===== src/rtl/tiny_rv_pkg.sv =====
// Shared types and constants for the tiny RV pipeline control slice.
// Consumers: tiny_rv_hazard_detect, tiny_rv_pipe_ctrl.
package tiny_rv_pkg;

    typedef enum logic [1:0] {
        ST_RUN     = 2'd0,
        ST_MC_WAIT = 2'd1,
        ST_FLUSH   = 2'd2
    } pipe_ctrl_state_t;

    localparam logic [6:0] OP_LOAD  = 7'b0000011;
    localparam logic [4:0] REG_ZERO = 5'd0;

endpackage


===== src/rtl/tiny_rv_hazard_detect.sv =====
// Combinational source/destination match between decode and the RR/EX producers.
// Macro TINY_RV_PIPE_CTRL_FWD_EN: with forwarding only an RR-stage load is a hazard.
module tiny_rv_hazard_detect
    import tiny_rv_pkg::*;
(
    input  logic       dec_valid,
    input  logic [4:0] dec_rs1,
    input  logic [4:0] dec_rs2,
    input  logic       dec_use_rs1,
    input  logic       dec_use_rs2,
    input  logic       rr_valid,
    input  logic [4:0] rr_rd,
    input  logic       rr_is_load,
    input  logic       ex_valid,
    input  logic [4:0] ex_rd,
    output logic       hazard
);

    logic rr_match;
    logic ex_match;

    assign rr_match = dec_valid && rr_valid &&
                      ((dec_use_rs1 && (dec_rs1 != REG_ZERO) && (dec_rs1 == rr_rd)) ||
                       (dec_use_rs2 && (dec_rs2 != REG_ZERO) && (dec_rs2 == rr_rd)));

    assign ex_match = dec_valid && ex_valid &&
                      ((dec_use_rs1 && (dec_rs1 != REG_ZERO) && (dec_rs1 == ex_rd)) ||
                       (dec_use_rs2 && (dec_rs2 != REG_ZERO) && (dec_rs2 == ex_rd)));

`ifdef TINY_RV_PIPE_CTRL_FWD_EN
    // EX results are always forwardable, so only a load still in RR can stall.
    logic unused_ex_match;
    assign unused_ex_match = ex_match;
    assign hazard = rr_match && rr_is_load;
`else
    logic unused_rr_is_load;
    assign unused_rr_is_load = rr_is_load;
    assign hazard = rr_match || ex_match;
`endif

endmodule


===== src/rtl/tiny_rv_pipe_ctrl.sv =====
// Pipeline stall/bubble/flush controller: redirect > multi-cycle busy > data hazard.
// Hazard rules depend on macro TINY_RV_PIPE_CTRL_FWD_EN (see tiny_rv_hazard_detect).
//
// state      | meaning
// ST_RUN     | normal issue; hazards stall front end and bubble RR
// ST_MC_WAIT | exec busy with a multi-cycle op; front end and RR held
// ST_FLUSH   | redirect in progress; front stages invalidated
module tiny_rv_pipe_ctrl
    import tiny_rv_pkg::*;
#(
    parameter int FLUSH_CYCLES = 2,
    parameter int CNT_W        = 32
) (
    input  logic             i_clk,
    input  logic             i_reset,
    input  logic             i_dec_valid,
    input  logic [4:0]       i_dec_rs1,
    input  logic [4:0]       i_dec_rs2,
    input  logic             i_dec_use_rs1,
    input  logic             i_dec_use_rs2,
    input  logic             i_rr_valid,
    input  logic [4:0]       i_rr_rd,
    input  logic             i_rr_is_load,
    input  logic             i_ex_valid,
    input  logic [4:0]       i_ex_rd,
    input  logic             i_ex_busy,
    input  logic             i_ld_new_pc,
    output logic             o_front_stall,
    output logic             o_rr_stall,
    output logic             o_rr_bubble,
    output logic             o_pipe_flush,
    output logic [CNT_W-1:0] o_stall_count
);

    localparam logic [2:0] FLUSH_RELOAD = 3'(FLUSH_CYCLES - 1);

    pipe_ctrl_state_t state;
    logic [2:0]       flush_cnt;
    logic             hazard;

    tiny_rv_hazard_detect u_hazard (
        .dec_valid   (i_dec_valid),
        .dec_rs1     (i_dec_rs1),
        .dec_rs2     (i_dec_rs2),
        .dec_use_rs1 (i_dec_use_rs1),
        .dec_use_rs2 (i_dec_use_rs2),
        .rr_valid    (i_rr_valid),
        .rr_rd       (i_rr_rd),
        .rr_is_load  (i_rr_is_load),
        .ex_valid    (i_ex_valid),
        .ex_rd       (i_ex_rd),
        .hazard      (hazard)
    );

    // Outputs are combinational so a redirect or hazard acts in the cycle it appears.
    always_comb begin
        o_front_stall = 1'b0;
        o_rr_stall    = 1'b0;
        o_rr_bubble   = 1'b0;
        o_pipe_flush  = 1'b0;
        if (!i_reset) begin
            if (i_ld_new_pc || state == ST_FLUSH) begin
                o_pipe_flush = 1'b1;
            end else if (i_ex_busy) begin
                o_front_stall = 1'b1;
                o_rr_stall    = 1'b1;
            end else if (hazard) begin
                o_front_stall = 1'b1;
                o_rr_bubble   = 1'b1;
            end
        end
    end

    always_ff @(posedge i_clk or posedge i_reset) begin
        if (i_reset) begin
            state         <= ST_RUN;
            flush_cnt     <= 3'd0;
            o_stall_count <= '0;
        end else begin
            if (o_front_stall && (o_stall_count != {CNT_W{1'b1}})) begin
                o_stall_count <= o_stall_count + CNT_W'(1);
            end
            if (i_ld_new_pc) begin
                flush_cnt <= FLUSH_RELOAD;
                state     <= (FLUSH_CYCLES == 1) ? ST_RUN : ST_FLUSH;
            end else begin
                case (state)
                    ST_RUN: begin
                        if (i_ex_busy) state <= ST_MC_WAIT;
                    end
                    ST_MC_WAIT: begin
                        if (!i_ex_busy) state <= ST_RUN;
                    end
                    ST_FLUSH: begin
                        // Counter hitting 0 here means the next cycle is back in RUN.
                        if (flush_cnt <= 3'd1) begin
                            flush_cnt <= 3'd0;
                            state     <= ST_RUN;
                        end else begin
                            flush_cnt <= flush_cnt - 3'd1;
                        end
                    end
                    default: state <= ST_RUN;
                endcase
            end
        end
    end

endmodule

===== config.mk =====
export PLATFORM = sky130hd
export DESIGN_NAME = tiny_rv_pipe_ctrl
export DESIGN_NICKNAME = d
export VERILOG_FILES = /design/src/rtl/tiny_rv_pkg.sv /design/src/rtl/tiny_rv_hazard_detect.sv /design/src/rtl/tiny_rv_pipe_ctrl.sv
export SDC_FILE = /design/constraint.sdc
export NUM_CORES = 1
export LEC_CHECK = 0
export CORE_MARGIN = 1.5
export CORE_UTILIZATION = 25
export DETAILED_ROUTE_END_ITERATION = 7
export GPL_TIMING_DRIVEN = 0
export SETUP_SLACK_MARGIN = 0.5
export SYNTH_ARGS = -nofsm -noshare
export SYNTH_HDL_FRONTEND = slang
export SYNTH_SLANG_ARGS = --single-unit

===== constraint.sdc =====
create_clock -name i_clk -period 4.8 [get_ports i_clk]
set_input_delay 1.44 -clock i_clk [delete_from_list [all_inputs] [get_ports i_clk]]
set_output_delay 1.44 -clock i_clk [all_outputs]
set_load 0.02 [all_outputs]

# Yosys cells after proc, flatten, opt, wreduce, memory -nomap -nowiden
# Cells that the tools add are included.
# classes
n_addsub	2
magnitude_cmp	1
n_eq_ne	10
n_mux	20
reduce_logical	20
# op_table
operator	count
adder 32 x 1 -> 32 bit (second input constant)	1
inequality test 32 bit (second input constant)	1
equality test 5 bit	4
2-to-1 mux 1 bit	12
logical AND 1 bit	11
nonzero test 5 bit	2
2-to-1 mux 3 bit	3
2-to-1 mux 2 bit	4
inequality test 3 bit (second input constant)	2
one-hot mux 2 bit (3 select lines)	1
logical OR 1 bit	4
<= comparator 3 x 1 -> 1 bit (second input constant)	1
inequality test 3 x 2 -> 1 bit (second input constant)	1
AND reduction 3 bit	1
subtractor 3 x 1 -> 3 bit (second input constant)	1
equality test 2 x 1 -> 1 bit (second input constant)	1
equality test 2 bit (second input constant)	1
logical NOT 2 bit	1
nonzero test 2 bit	1
# totals
reg_bits	37
input_bits	30
out_inout_bits	36
word_cells	56

# Longest topological paths before layout
# Gate-level depths: netlist (run 1).
# depth
ltp_word	11
ltp_mapped	8
depth_no_buf	7

# By module
# From an unflattened synthesis (run 1), not the netlist that was laid out.
# hier_totals
cells_unflattened	201
area_unflattened_um2	2089.5
# modules_own_cells
module	n_inst	cells_each	area_each_um2	seq_area_each_um2
tiny_rv_pipe_ctrl	1	164	1820.5	925.9
tiny_rv_hazard_detect	1	37	269.0	0.0

# Worst setup path after synthesis (run 1)
# Ideal clock, no wire load.
# synth_timing
path_type	input-to-output
from	in i_reset
to	out o_rr_bubble
arrival_ns	3.022
required_time_ns	3.360
path_slack_ns	0.338
stages	3
path_buffers	0
cell_sequence	inv_1 nand2_1 nor3_1
# synth_via
elab_chain_len	1
# synth_rtl
element	line	rtl
start: declaration	tiny_rv_pipe_ctrl.sv:15	input logic i_reset,
2-to-1 mux 1 bit	tiny_rv_pipe_ctrl.sv:61	if (!i_reset) begin
end: declaration	tiny_rv_pipe_ctrl.sv:30	output logic o_rr_bubble,
# No other way between the ends.

# Final worst setup path (run 1)
# layout_timing
from	in i_dec_rs2[3]
to	out o_front_stall
# layout_via
elab_chain_len	10
word_cells_on_any_way	15
classes_between	eq/ne (2); mux (4); reduce/logical (9)
# layout_rtl
element	line	rtl
start: declaration	tiny_rv_pipe_ctrl.sv:18	input logic [4:0] i_dec_rs2,
nonzero test 5 bit	tiny_rv_hazard_detect.sv:24, tiny_rv_hazard_detect.sv:28	
logical AND 1 bit	tiny_rv_hazard_detect.sv:24, tiny_rv_hazard_detect.sv:28	
logical AND 1 bit (on tied branches)	tiny_rv_hazard_detect.sv:24, tiny_rv_hazard_detect.sv:28	
logical OR 1 bit (on tied branches)	tiny_rv_hazard_detect.sv:23, tiny_rv_hazard_detect.sv:27	
logical AND 1 bit (on tied branches)	tiny_rv_hazard_detect.sv:22, tiny_rv_hazard_detect.sv:26	
logical OR 1 bit *	tiny_rv_hazard_detect.sv:38	assign hazard = rr_match || ex_match;
2-to-1 mux 1 bit *	tiny_rv_pipe_ctrl.sv:67	end else if (hazard) begin
2-to-1 mux 1 bit *	tiny_rv_pipe_ctrl.sv:64	end else if (i_ex_busy) begin
2-to-1 mux 1 bit *	tiny_rv_pipe_ctrl.sv:62	if (i_ld_new_pc || state == ST_FLUSH) begin
2-to-1 mux 1 bit *	tiny_rv_pipe_ctrl.sv:61	
end: declaration	tiny_rv_pipe_ctrl.sv:28	output logic o_front_stall,
# Every way passes the cells marked *; elsewhere a longest branch is shown, timed or not.

==> impl_metrics.toml, run 1 <==
[sta]
max_slew_margin = 0.358
fin_crit_sh = 0.925
report.final.slew_viol_count = 0
final_hold_viol_count = 0
hold_slack_ns = 0.470
rsz0062_at_grt = "yes"
setup_viol = 0
layout_setup_ws_ns = 0.362
fmax_mhz = 225
min_period_ns = 4.44
worst_slew_pin_slew_ns = 0.958
fin_skew_ns = 0.0121

[hold_path]
hp-class = "flop to flop"
min_from = "state[1]"

[logic_synthesis]
synth-main-ff-cell = "dfrtp_1"
yosysSeqAreaShare = 0.404
syn-cell-area_um2 = 2290
synth_top_cell_by_area = "dfrtp_1"
yosys.area.top_type_share = 0.404
ys_warn_count = 0
synth_edf_count = 0
ys_types = 44
synth.avg_cell_area_um2 = 9.50
synth_nets = 274
yosys_register_bits = 37
yosys-top-cells-area = "dfrtp_1 40%, xnor2_1 9.9%, xor2_1 8.8%"
synth_async_sr_flop_share = 1.00
syn_inst = 241
synth_most_common_cell = "dfrtp_1"
yosys-top-cells-count = "37 x dfrtp_1, 26 x xnor2_1, 23 x xor2_1"

[clock_network]
htreeDepth = 2
clkTransAtPathRegs_ns = 0.07
cts_root_buf = "clkbuf_8"
cts_buffers = 5
clockBufferDepth = 2
cts_sinks = 37
tritoncts = "built"
clkLatencyLatePin_ns = 0.29

[pwr]
p_seq_frac = 0.460
swShare = 0.326
p_int_mw = 0.520
clkPwrFrac = 0.275
power_mw = 0.772
p_sw_mw = 0.252
power_density_nw_per_um2 = 238
irDropWorstVdd_mv = 0.124
leakage_nw = 1.40
combPwrFrac = 0.265

[flow_run]
cap_violations = 0

[run_status]
violations = "design-rule violations"
run_status = "finished, violations left"

[worst_setup_path]
crit_type = "input port to output port"
crit_path_max_fanout = 2
reg2reg_from = "o_stall_count[8]"
critical_path_required_ns = 3.36
cp-end-kind = "output port"
worstSetupStartpoint = "i_dec_rs2[3]"
worstPathArrival_ns = 3.00
start_kind = "input port"

[floorplanning]
die_height_um = 98.7
start_util = 0.260
fp.coreArea_um2 = 8810
rows = 34
die_x_um = 98.7
num_io_pins = 66
die-area_um2 = 9740

[placement]
port_buffers = 64
dpl.cell_count = 413
dp_hpwl_mm = 4.60
place_congestion = 0.807
place_ws_ns = -0.778
placed_area_um2 = 3090

[finish]
antennaDiodeCount = 0
final_layout_size_suffix_gt1_frac = 0.162
synthToLayoutAreaGrowth_pct = 41.4
post-route-cell-area_um2 = 3240
layout.nets = 353
fin_cells = 429

[drt]
vias = 2133
ant_nets = 0
routed_wl_mm = 6.42
post-route-drc-count = 9
firstDrtPassIters = 6
vias_per_cell = 4.97
drt_iter0_drc = 99
wl_per_cell_um = 15.0

[global_routing]
grt_max_degree = 20
groute.usage.overall = 0.138
antenna_found_initial = 0
grt_pass1_vias = 2119
overflow = 0
grt_pass1_wl_mm = 10.7
logic make-up after synthesis:
| group | count (synthesis) | share of synthesized area |
|---|---|---|
| compound gates | 16 | 0.0541 |
| xor+xnor | 49 | 0.187 |
| fa+ha+maj | 3 | 0.0164 |
| buf+inv | 14 | 0.0257 |
| flops | 37 | 0.404 |
| mux | 1 | 0.00492 |
| simple gates | 121 | 0.307 |
metal layers:
layer  global-route usage  share of wire  vias to the layer above
met3               0.0305          0.069                        2
met5                    0              0                        -
li1                     -              -                     1024
met2                0.214           0.46                       77
met1                0.197           0.47                     1030
met4               0.0297        0.00093                        0
worst max-delay path: stages:
cell      delay (ns)
buf_8           0.09
or4_4           0.53
o21a_4          0.22
a221oi_4        0.30
buf_6           0.15
buf_8           0.09
nor2_4          0.03
buf_6           0.13
state kept, by name, indices dropped and copies added (netlist names):
signal	count
flush_cnt	3
o_stall_count	32
state	2
power groups by stage:
| stage | clock network, mW | logic (mW) | registers (mW) |
|---|---|---|---|
| after floorplan | 0 | 0.0924 | 0.373 |
| final | 0.212 | 0.205 | 0.355 |
| after global routing | 0.240 | 0.224 | 0.358 |
| after detailed placement | 0 | 0.202 | 0.360 |
| after CTS | 0.222 | 0.207 | 0.355 |
| after global placement | 0 | 0.200 | 0.360 |
placed cells by master, fill, tap and decap left out, drive strengths merged, types with 9 or more instances in the layout:
cell type      Yosys  final
clkdlybuf4s50      0     40
nand4             12     12
nor2              14     14
dlygate4sd2        0     14
nor3              23     23
xor2              23     23
clkbuf             3      9
xnor2             26     26
buf                4     21
dfrtp             37     37
nand2             19     19
nand3             16     16
through the flow:
step / utilization / TNS (ns)
final: 0.368 / 0
after floorplan: - / 0
after global routing: 0.368 / 0
after detailed placement: 0.351 / -1.42
after CTS: 0.367 / 0
after global placement: 0.351 / -1.37
what timing repair did:
item	in CTS	in global routing
gates cloned	1	0
resized for setup	70	6
setup endpoints to repair	4	2
hold buffers	0	0
pin swaps	12	3
setup buffers	7	0
final cells by class:
type	instances	area, um2
clock buffers	6	72.6
plain buffers	7	46.3
repair inverters	1	5.00
inverters	7	30.0
flip-flops and latches	37	926
clock inverters	2	10.0
multi-input cells	190	1360
repair buffers	71	654
well taps	108	135
fillers	909	5570
path summary, 6_finish.rpt:
check	to	slack, ns	depth (start not counted)
worst max-delay path	o_front_stall	0.36	8
worst min-delay path	state[0]	0.47	1
worst max register to register	o_stall_count[13]	2.25	7
worst min register to register	state[0]	0.47	1
max in group asynchronous	flush_cnt[0]	2.46	2
min in group asynchronous	o_stall_count[26]	1.75	3
Note: power is estimated with default switching activity, not from simulation.
==> run 2: changes to the inputs <==
--- a/config.mk
+++ b/config.mk
@@ -5,6 +5,7 @@
 export SDC_FILE = /design/constraint.sdc
 export NUM_CORES = 1
 export LEC_CHECK = 0
+export CAP_MARGIN = 10
 export CORE_MARGIN = 1.5
 export CORE_UTILIZATION = 25
 export DETAILED_ROUTE_END_ITERATION = 7
==> results of run 2 <==
No change in the layout: final DEF, timing and power equal those of run 1.
